[src/rtl/alu_op_sequencer.sv]
// rtl/alu_op_sequencer.sv - multi-cycle control sequencer for the single-bus ALU datapath
// Every strobe is registered and is set at the edge that enters the state which owns it.
module alu_op_sequencer #(
  parameter int NREG       = 16,
  parameter int MULDIV_LAT = 2
) (
  input  logic            clk,
  input  logic            clr,
  input  logic            req_valid,
  output logic            req_ready,
  input  logic [4:0]      req_opcode,
  input  logic [3:0]      req_ra,
  input  logic [3:0]      req_rb,
  input  logic [3:0]      req_rd,
  output logic [NREG-1:0] r_out_sel,
  output logic [NREG-1:0] r_in_sel,
  output logic            y_in,
  output logic [4:0]      alu_opcode,
  output logic            zlo_out,
  output logic            zhi_out,
  output logic            lo_in,
  output logic            hi_in,
  output logic            busy,
  output logic            done,
  output logic            err
);

  typedef enum logic [2:0] {S_IDLE, S_LOAD_A, S_EXEC, S_WB_LO, S_WB_HI, S_ERR} state_t;

  localparam logic [3:0] LAT = 4'(MULDIV_LAT);

  state_t     state;
  logic [4:0] op_q;
  logic [3:0] rb_q;
  logic [3:0] rd_q;
  logic [3:0] cnt;

  function automatic logic [NREG-1:0] sel(input logic [3:0] idx);
    return NREG'(1) << idx;
  endfunction

  function automatic logic is_md(input logic [4:0] op);
    return (op == 5'd3) || (op == 5'd4);
  endfunction

  function automatic logic is_b_only(input logic [4:0] op);
    return (op == 5'd12) || (op == 5'd15);
  endfunction

  function automatic logic is_legal(input logic [4:0] op);
    return (op != 5'd0) && (op <= 5'd15);
  endfunction

  assign req_ready = (state == S_IDLE) && !clr;
  assign busy      = (state != S_IDLE);

  always_ff @(posedge clk) begin
    if (clr) begin
      state      <= S_IDLE;
      op_q       <= '0;
      rb_q       <= '0;
      rd_q       <= '0;
      cnt        <= '0;
      r_out_sel  <= '0;
      r_in_sel   <= '0;
      y_in       <= 1'b0;
      alu_opcode <= '0;
      zlo_out    <= 1'b0;
      zhi_out    <= 1'b0;
      lo_in      <= 1'b0;
      hi_in      <= 1'b0;
      done       <= 1'b0;
      err        <= 1'b0;
    end else begin
      r_out_sel <= '0;
      r_in_sel  <= '0;
      y_in      <= 1'b0;
      zlo_out   <= 1'b0;
      zhi_out   <= 1'b0;
      lo_in     <= 1'b0;
      hi_in     <= 1'b0;
      done      <= 1'b0;
      err       <= 1'b0;
      case (state)
        S_IDLE: begin
          if (req_valid) begin
            op_q <= req_opcode;
            rb_q <= req_rb;
            rd_q <= req_rd;
            if (!is_legal(req_opcode)) begin
              state <= S_ERR;
              err   <= 1'b1;
            end else if (is_b_only(req_opcode)) begin
              state      <= S_EXEC;
              r_out_sel  <= sel(req_rb);
              alu_opcode <= req_opcode;
              cnt        <= '0;
            end else begin
              state     <= S_LOAD_A;
              r_out_sel <= sel(req_ra);
              y_in      <= 1'b1;
            end
          end
        end
        S_LOAD_A: begin
          state      <= S_EXEC;
          r_out_sel  <= sel(rb_q);
          alu_opcode <= op_q;
          cnt        <= is_md(op_q) ? LAT : 4'd0;
        end
        S_EXEC: begin
          // mul/div hold B on the bus while the long combinational path settles
          if (cnt != 4'd0) begin
            cnt       <= cnt - 4'd1;
            r_out_sel <= sel(rb_q);
          end else begin
            state   <= S_WB_LO;
            zlo_out <= 1'b1;
            if (is_md(op_q)) begin
              lo_in <= 1'b1;
            end else begin
              r_in_sel <= sel(rd_q);
              done     <= 1'b1;
            end
          end
        end
        S_WB_LO: begin
          if (is_md(op_q)) begin
            state   <= S_WB_HI;
            zhi_out <= 1'b1;
            hi_in   <= 1'b1;
            done    <= 1'b1;
          end else begin
            state      <= S_IDLE;
            alu_opcode <= '0;
          end
        end
        S_WB_HI: begin
          state      <= S_IDLE;
          alu_opcode <= '0;
        end
        default: begin
          state      <= S_IDLE;
          alu_opcode <= '0;
        end
      endcase
    end
  end

  a_bus_excl: assert property (@(posedge clk) disable iff (clr)
    $onehot0({r_out_sel, zlo_out, zhi_out}));
  a_load_excl: assert property (@(posedge clk) disable iff (clr)
    $onehot0({r_in_sel, lo_in, hi_in}));

endmodule
[config.mk]
export PLATFORM = sky130hd
export DESIGN_NAME = alu_op_sequencer
export DESIGN_NICKNAME = d
export VERILOG_FILES = /design/src/rtl/alu_op_sequencer.sv
export SDC_FILE = /design/constraint.sdc
export NUM_CORES = 1
export LEC_CHECK = 0
export BUFFER_PORTS_ARGS = -buffer_cell sky130_fd_sc_hd__buf_2
export CORE_UTILIZATION = 52
export DETAILED_ROUTE_END_ITERATION = 7
export PLACE_DENSITY = 0.78
export SYNTH_ARGS = -nofsm -noshare
export SYNTH_HDL_FRONTEND = slang
export SYNTH_SLANG_ARGS = --single-unit
[constraint.sdc]
create_clock -name clk -period 2.3 [get_ports clk]
set_input_delay 0.23 -clock clk [delete_from_list [all_inputs] [get_ports clk]]
set_output_delay 0.23 -clock clk [all_outputs]
set_load 0.01 [all_outputs]
==> results.py, run 1 <==
metrics = {
    "synth": {
        "synth_cell_types": 55,
        "synth.area.mux_share_pct": 0.761,
        "yosysWarningCount": 0,
        "asyncSetResetFlopFracSynth_pct": 0,
        "ff_latch_count_synth": 63,
        "synth_enable_flop_cells": 0,
        "syn_nets": 319,
        "synth_simple_gate_area_share_pct": 26.9,
        "synth-compound-area-share_pct": 18.7,
        "postSynthCellCount": 297,
        "syn_avg_cell_area_um2": 8.86,
        "syn_area_um2": 2630,
        "postSynth.topFlopCell": "dfxtp_1",
        "synth_xor_xnor_area_share_pct": 0.951,
        "synth_fa_ha_area_share_pct": 0.951,
        "largest_family_of_logic_cells_by_synthesized_area": "simple AND/OR/NAND/NOR gates",
        "part_of_the_yosys_area_used_for_sequential_elements_pct": 47.9,
    },
    "die": {
        "die_y_um": 73.1,
        "die-area_um2": 5350,
        "boundaryPins": 66,
        "die_w_um": 73.1,
        "core_area_um2": 4790,
        "start_util_pct": 55.0,
        "num_rows": 25,
    },
    "timing": {
        "report.final.hold_viol_count": 0,
        "finalMaxSlewViolations": 0,
        "setup_repair_after_global_routing_missed_its_margin": "false",
        "setup_ws_ns": 0.367,
        "worst_slew_margin_rel_pct": 35.1,
        "max_freq_ghz": 0.517,
        "final_report_setup_violation_count": 0,
        "timing.setup.tns_ns": 0,
        "tightest_slew_ns": 0.967,
        "clock_skew_ns": 0.00531,
        "min_period_over_period_pct": 84.0,
        "worst_hold_slack_ns": 0.142,
        "layout_min_cycle_time_ns": 1.93,
    },
    "global_routing": {
        "first_global_vias": 2152,
        "gr-total-overflow": 0,
        "track_usage_pct": 25.0,
        "grt_pass1_wl_mm": 10.0,
        "grt_start_max_net_pins": 22,
        "initial_antenna_violation_count": 0,
    },
    "cells_and_area": {
        "final_net_count": 387,
        "final_common_cell": "buf_2",
        "num_antenna_cells": 0,
        "areaGrowthSynthToFinish_pct": 23.3,
        "finalInstanceArea_um2": 3240,
        "filler_cell_count": 392,
        "final_instance_count_excl_fillers": 436,
        "layout.cells.most_common_list": "buf_2 (65), dfxtp_1 (63), nand2_1 (36)",
        "layout.core_utilization_pct": 67.8,
        "layout-drive-gt1-share_pct": 27.4,
    },
    "placed_design": {
        "place_hpwl_mm": 4.52,
        "place.detailed.instances": 421,
        "place.port_buffers": 65,
        "placed_cell_area_um2": 3030,
        "routabilityCongestion": 0.896,
        "dpl_worst_slack_ns": 0.272,
    },
    "cts": {
        "clk_root_buffer_cell": "clkbuf_8",
        "max-clock-path-buffers": 2,
        "post_cts.repair.setup_buffers": 0,
        "cts-buffers-inserted": 9,
        "cts_tree": "built",
        "cts_resized": 0,
        "clock_insertion_delay_worst_skew_ns": 0.33,
        "cts.sinks": 63,
        "clock_input_transition_at_the_sequential_cells_of_the_worst_setup_and_hold_paths_ns": 0.06,
        "postCtsHoldBufs": 0,
        "ctsHtreeMaxLevel": 3,
    },
    "worst_setup_path": {
        "cp.arrival_ns": 2.19,
        "timing.setup.critical_path_class": "reg2reg",
        "worst-endpoint-required_ns": 2.55,
        "cp_top_family": "simple AND/OR/NAND/NOR gates",
        "crit_chain": "inv_1 > ha_1 > or3b_1 > a21boi_1 > or4b_2 > o22ai_1",
        "wp_depth": 6,
        "critical-path-slowest-cell": "or4b_2",
        "setup.worst_path.start_class": "flop",
        "path_buf_inv": 1,
        "endpoint_kind": "flop",
        "r2r_cells": 6,
        "timing.reg2reg.setup_slack_ns": 0.37,
        "cp_max_stage_delay_ns": 0.72,
        "path_max_fanout": 5,
    },
    "min_path": {
        "hold_class": "in2reg",
        "worst_hold_path.num_cells": 3,
    },
    "routing": {
        "route.met3.wl_um": 505,
        "topRoutingLayerUsed": "met4",
        "antenna_violating_nets_post_route": 0,
        "wl_met1_mm": 2.74,
        "drc": 0,
        "routed_via_density": 5.74,
        "detailroute.wirelength.met2_mm": 2.91,
        "wl_per_cell_um": 14.3,
        "drtPass1Iterations": 4,
        "route.final.wire_length_mm": 6.23,
        "vias": 2503,
        "initialDrtViolationCount": 174,
    },
    "job": {
        "drv_cap": 0,
    },
    "power_and_ir_drop": {
        "power.density_cell_area_nw_per_um2": 815,
        "irDropWorstVdd_mv": 0.629,
        "p_leak_nw": 1.33,
        "power.total_mw": 2.64,
    },
    "outcome": {
        "run_status": "complete, no violations",
    },
}
[final timing paths]
check,from,end
max,cnt[0],r_out_sel[6]
max reg2reg,cnt[0],r_out_sel[6]
min,req_rd[3],rd_q[3]
min reg2reg,op_q[3],op_q[3]
[synth_stat cells (4+ instances only)]
master	instances	area (um^2)
o21ai_0	9	45.0
nand2b_1	7	43.8
a21oi_1	23	115
o211ai_1	4	30.0
nor3_1	11	55.1
nor4_1	5	31.3
nor2b_1	4	25.0
nor2_1	25	93.8
o22ai_1	15	93.8
nand4_1	4	25.0
nand3_1	7	35.0
buf_2	6	30.0
nand3b_1	5	37.5
dfxtp_1	63	1260
nand2_1	36	135
clkbuf_1	8	30.0
inv_1	4	15.0
[sequential cells by signal, summed over array words and instances (netlist names)]
name and flops:
y_in 1, err 1, state 3, rd_q 4
rb_q 4, zlo_out 1, hi_in 1, lo_in 1
done 1, cnt 4, op_q 5, alu_opcode 5
r_in_sel 16, r_out_sel 16
[report_power, final]
part	internal [mW]	switching, mW
logic	0.168	0.263
registers	1.14	0.0557
clock network	0.630	0.382
total	1.94	0.701
[tightest hold or removal path: cells and delay by family]
kind                   cells  cell delay, ns
buffers and inverters      1            0.10
AO/OA/AOI/OAI              1            0.05
AND/OR/NAND/NOR            1            0.05
[cell type report]
cell class / count / area [um^2] / area share [%]
inverters: 5 / 18.8 / 0.578
multi-input cells: 211 / 1270 / 39.1
clock inverters: 4 / 70.1 / 2.16
repair buffers: 75 / 400 / 12.3
well taps: 67 / 83.8 / 2.58
flip-flops and latches: 63 / 1260 / 38.9
clock buffers: 11 / 141 / 4.36
[layer usage]
metal | global-route usage [%] | vias to the layer above
met5 | 0 | -
met4 | 10.0 | 0
met3 | 7.04 | 9
met2 | 38.4 | 108
met1 | 33.2 | 1164
li1 | - | 1222
[cell families (layout without fill, tap and decap cells)]
logic type               after synthesis  in the layout
adder cells (fa/ha/maj)                2              2
AO/OA/AOI/OAI                         75             75
buffers and inverters                 23             95
multiplexers                           2              2
flip-flops                            63             63
AND/OR/NAND/NOR                      130            130
XOR/XNOR                               2              2
No activity file was read; power rests on OpenSTA's default activity.
==> run 2: changes to the inputs <==
Settings changed: CORE_UTILIZATION 52 to 47, PLACE_DENSITY 0.78 to 0.75.
Clock period 2.3 ns to 1.6 ns, I/O delays scaled along.
==> results.py, run 2 (same netlist as run 1, synthesis figures left out) <==
metrics = {
    "outcome": {
        "run_status": "finished, violations left",
        "failing_checks": "negative setup slack",
    },
    "job": {
        "drv_cap": 0,
    },
    "cts": {
        "clock_input_transition_at_the_sequential_cells_of_the_worst_setup_and_hold_paths_ns": 0.07,
        "cts.sinks": 63,
        "clock_insertion_delay_worst_skew_ns": 0.34,
        "ctsHtreeMaxLevel": 3,
        "clk_root_buffer_cell": "clkbuf_8",
        "max-clock-path-buffers": 2,
        "cts-buffers-inserted": 9,
        "cts_tree": "built",
    },
    "cells_and_area": {
        "biggestRegsByFlops": "r_in_sel (16), r_out_sel (16)",
        "final_net_count": 415,
        "layout-drive-gt1-share_pct": 42.5,
        "final_common_cell": "buf_2",
        "layout.cells.most_common_list": "buf_2 (65), dfxtp_1 (60), nand2_1 (36)",
        "areaGrowthSynthToFinish_pct": 40.8,
        "num_antenna_cells": 0,
        "filler_cell_count": 396,
    },
    "die": {
        "core_area_um2": 5240,
        "die_y_um": 76.8,
        "num_rows": 26,
        "die-area_um2": 5900,
        "start_util_pct": 50.2,
        "die_w_um": 76.8,
        "boundaryPins": 66,
    },
    "power_and_ir_drop": {
        "internal_power_component_mw": 2.94,
        "irDropWorstVdd_mv": 0.931,
        "comb_power_share_pct": 20.9,
        "sequentialPowerShare_pct": 41.8,
        "swShare_pct": 27.9,
        "total_switching_power_mw": 1.14,
        "power.density_cell_area_nw_per_um2": 1100,
        "p_leak_nw": 1.50,
        "clkPwrFrac_pct": 37.3,
    },
    "routing": {
        "antenna_violating_nets_post_route": 0,
        "routed_via_density": 5.68,
        "route.final.wire_length_mm": 6.94,
        "drtPass1Iterations": 5,
        "drc": 0,
        "wl_per_cell_um": 14.8,
        "initialDrtViolationCount": 187,
        "vias": 2657,
    },
    "global_routing": {
        "first_global_vias": 2215,
        "grt_start_max_net_pins": 21,
        "initial_antenna_violation_count": 0,
        "track_usage_pct": 22.8,
        "grt_pass1_wl_mm": 10.6,
        "gr-total-overflow": 0,
    },
    "timing": {
        "final_report_setup_violation_count": 16,
        "setup_repair_after_global_routing_missed_its_margin": "true",
        "report.final.hold_viol_count": 0,
        "setup_ws_ns": -0.0572,
        "layout_min_cycle_time_ns": 1.66,
        "worst_slew_margin_rel_pct": 65.8,
        "finalMaxSlewViolations": 0,
        "timing.setup.tns_ns": -0.470,
        "max_freq_ghz": 0.603,
        "min_period_over_period_pct": 104,
        "tightest_slew_ns": 0.507,
        "clock_skew_ns": 0.0110,
    },
    "min_path": {
        "hold_class": "in2reg",
    },
    "worst_setup_path": {
        "timing.setup.critical_path_class": "reg2reg",
        "cp.arrival_ns": 1.92,
        "setup.worst_path.start_class": "flop",
        "path_max_fanout": 20,
        "worst-endpoint-required_ns": 1.87,
        "timing.reg2reg.setup_slack_ns": -0.06,
        "endpoint_kind": "flop",
    },
    "placed_design": {
        "dpl_worst_slack_ns": -0.204,
        "place.port_buffers": 65,
        "place_hpwl_mm": 4.71,
        "routabilityCongestion": 0.842,
    },
}
run 2: changes by cell type in the layout (fill, tap and decap cells not counted), moves of 3 or more:
cell,change
dfxtp_2,+3
a21oi_1,-5
or4b_4,+3
nor2_2,+3
o22ai_2,+10
dfxtp_1,-3
a21oi_2,+5
nor2_1,-4
buf_4,+22
buf_6,+5
o22ai_1,-10
run 2: final cells by class:
| type | instances | area (um^2) | share of cell area (%) |
|---|---|---|---|
| clock inverters | 5 | 81.3 | 2.20 |
| well taps | 70 | 87.6 | 2.36 |
| flip-flops and latches | 63 | 1260 | 34.1 |
| inverters | 5 | 22.5 | 0.608 |
| clock buffers | 11 | 141 | 3.82 |
| multi-input cells | 211 | 1470 | 39.5 |
| repair buffers | 103 | 642 | 17.3 |
run 2: worst paths after layout:
| check | from | to | cells after the start |
|---|---|---|---|
| max | state[0] | r_out_sel[4] | 5 |
| min reg2reg | alu_opcode[0] | alu_opcode[0] | 2 |
| min | req_rd[2] | rd_q[2] | 3 |
| max reg2reg | state[0] | r_out_sel[4] | 5 |
run 2: routing by layer:
metal	part of all wire, %	track usage, %
met5	0	0
met4	1.5	8.27
met3	7.1	5.60
met2	45	34.0
met1	46	31.7
run 2: critical path, cell delays in order, from the launching register on:
cell      delay, ns
dfxtp_1        0.34
buf_4          0.24
nand2b_1       0.12
a21boi_4       0.17
or4b_4         0.59
o22ai_2        0.12
run 2: power by group through the flow:
stage               clock [mW]  combinational (mW)  sequential [mW]
global route              1.62               0.918             1.71
CTS                       1.53               0.737             1.70
global placement             0               0.702             1.73
detailed placement           0               0.709             1.73
finish                    1.52               0.853             1.70
floorplan                    0               0.443             1.74
run 2: what timing repair did:
| action | CTS | global route |
|---|---|---|
| pin swaps | 7 | 23 |
| gates resized for setup | 9 | 37 |
| gates cloned | 0 | 1 |
| hold buffers | 0 | 0 |
| setup endpoints to repair | 38 | 56 |
| setup buffers | 4 | 3 |
run 2: metrics by stage:
stage / hold slack, ns / power (mW) / cells / cell area [um^2] / utilization [%]
after floorplan: 0.296 / 2.18 / 297 / 2680 / -
after global placement: 0.414 / 2.43 / 444 / 3230 / 61.7
after detailed placement: 0.423 / 2.44 / 444 / 3230 / 61.7
after CTS: 0.0740 / 3.97 / 464 / 3520 / 67.2
after global routing: 0.0660 / 4.25 / 468 / 3700 / 70.7
final: 0.0805 / 4.08 / 468 / 3700 / 70.7
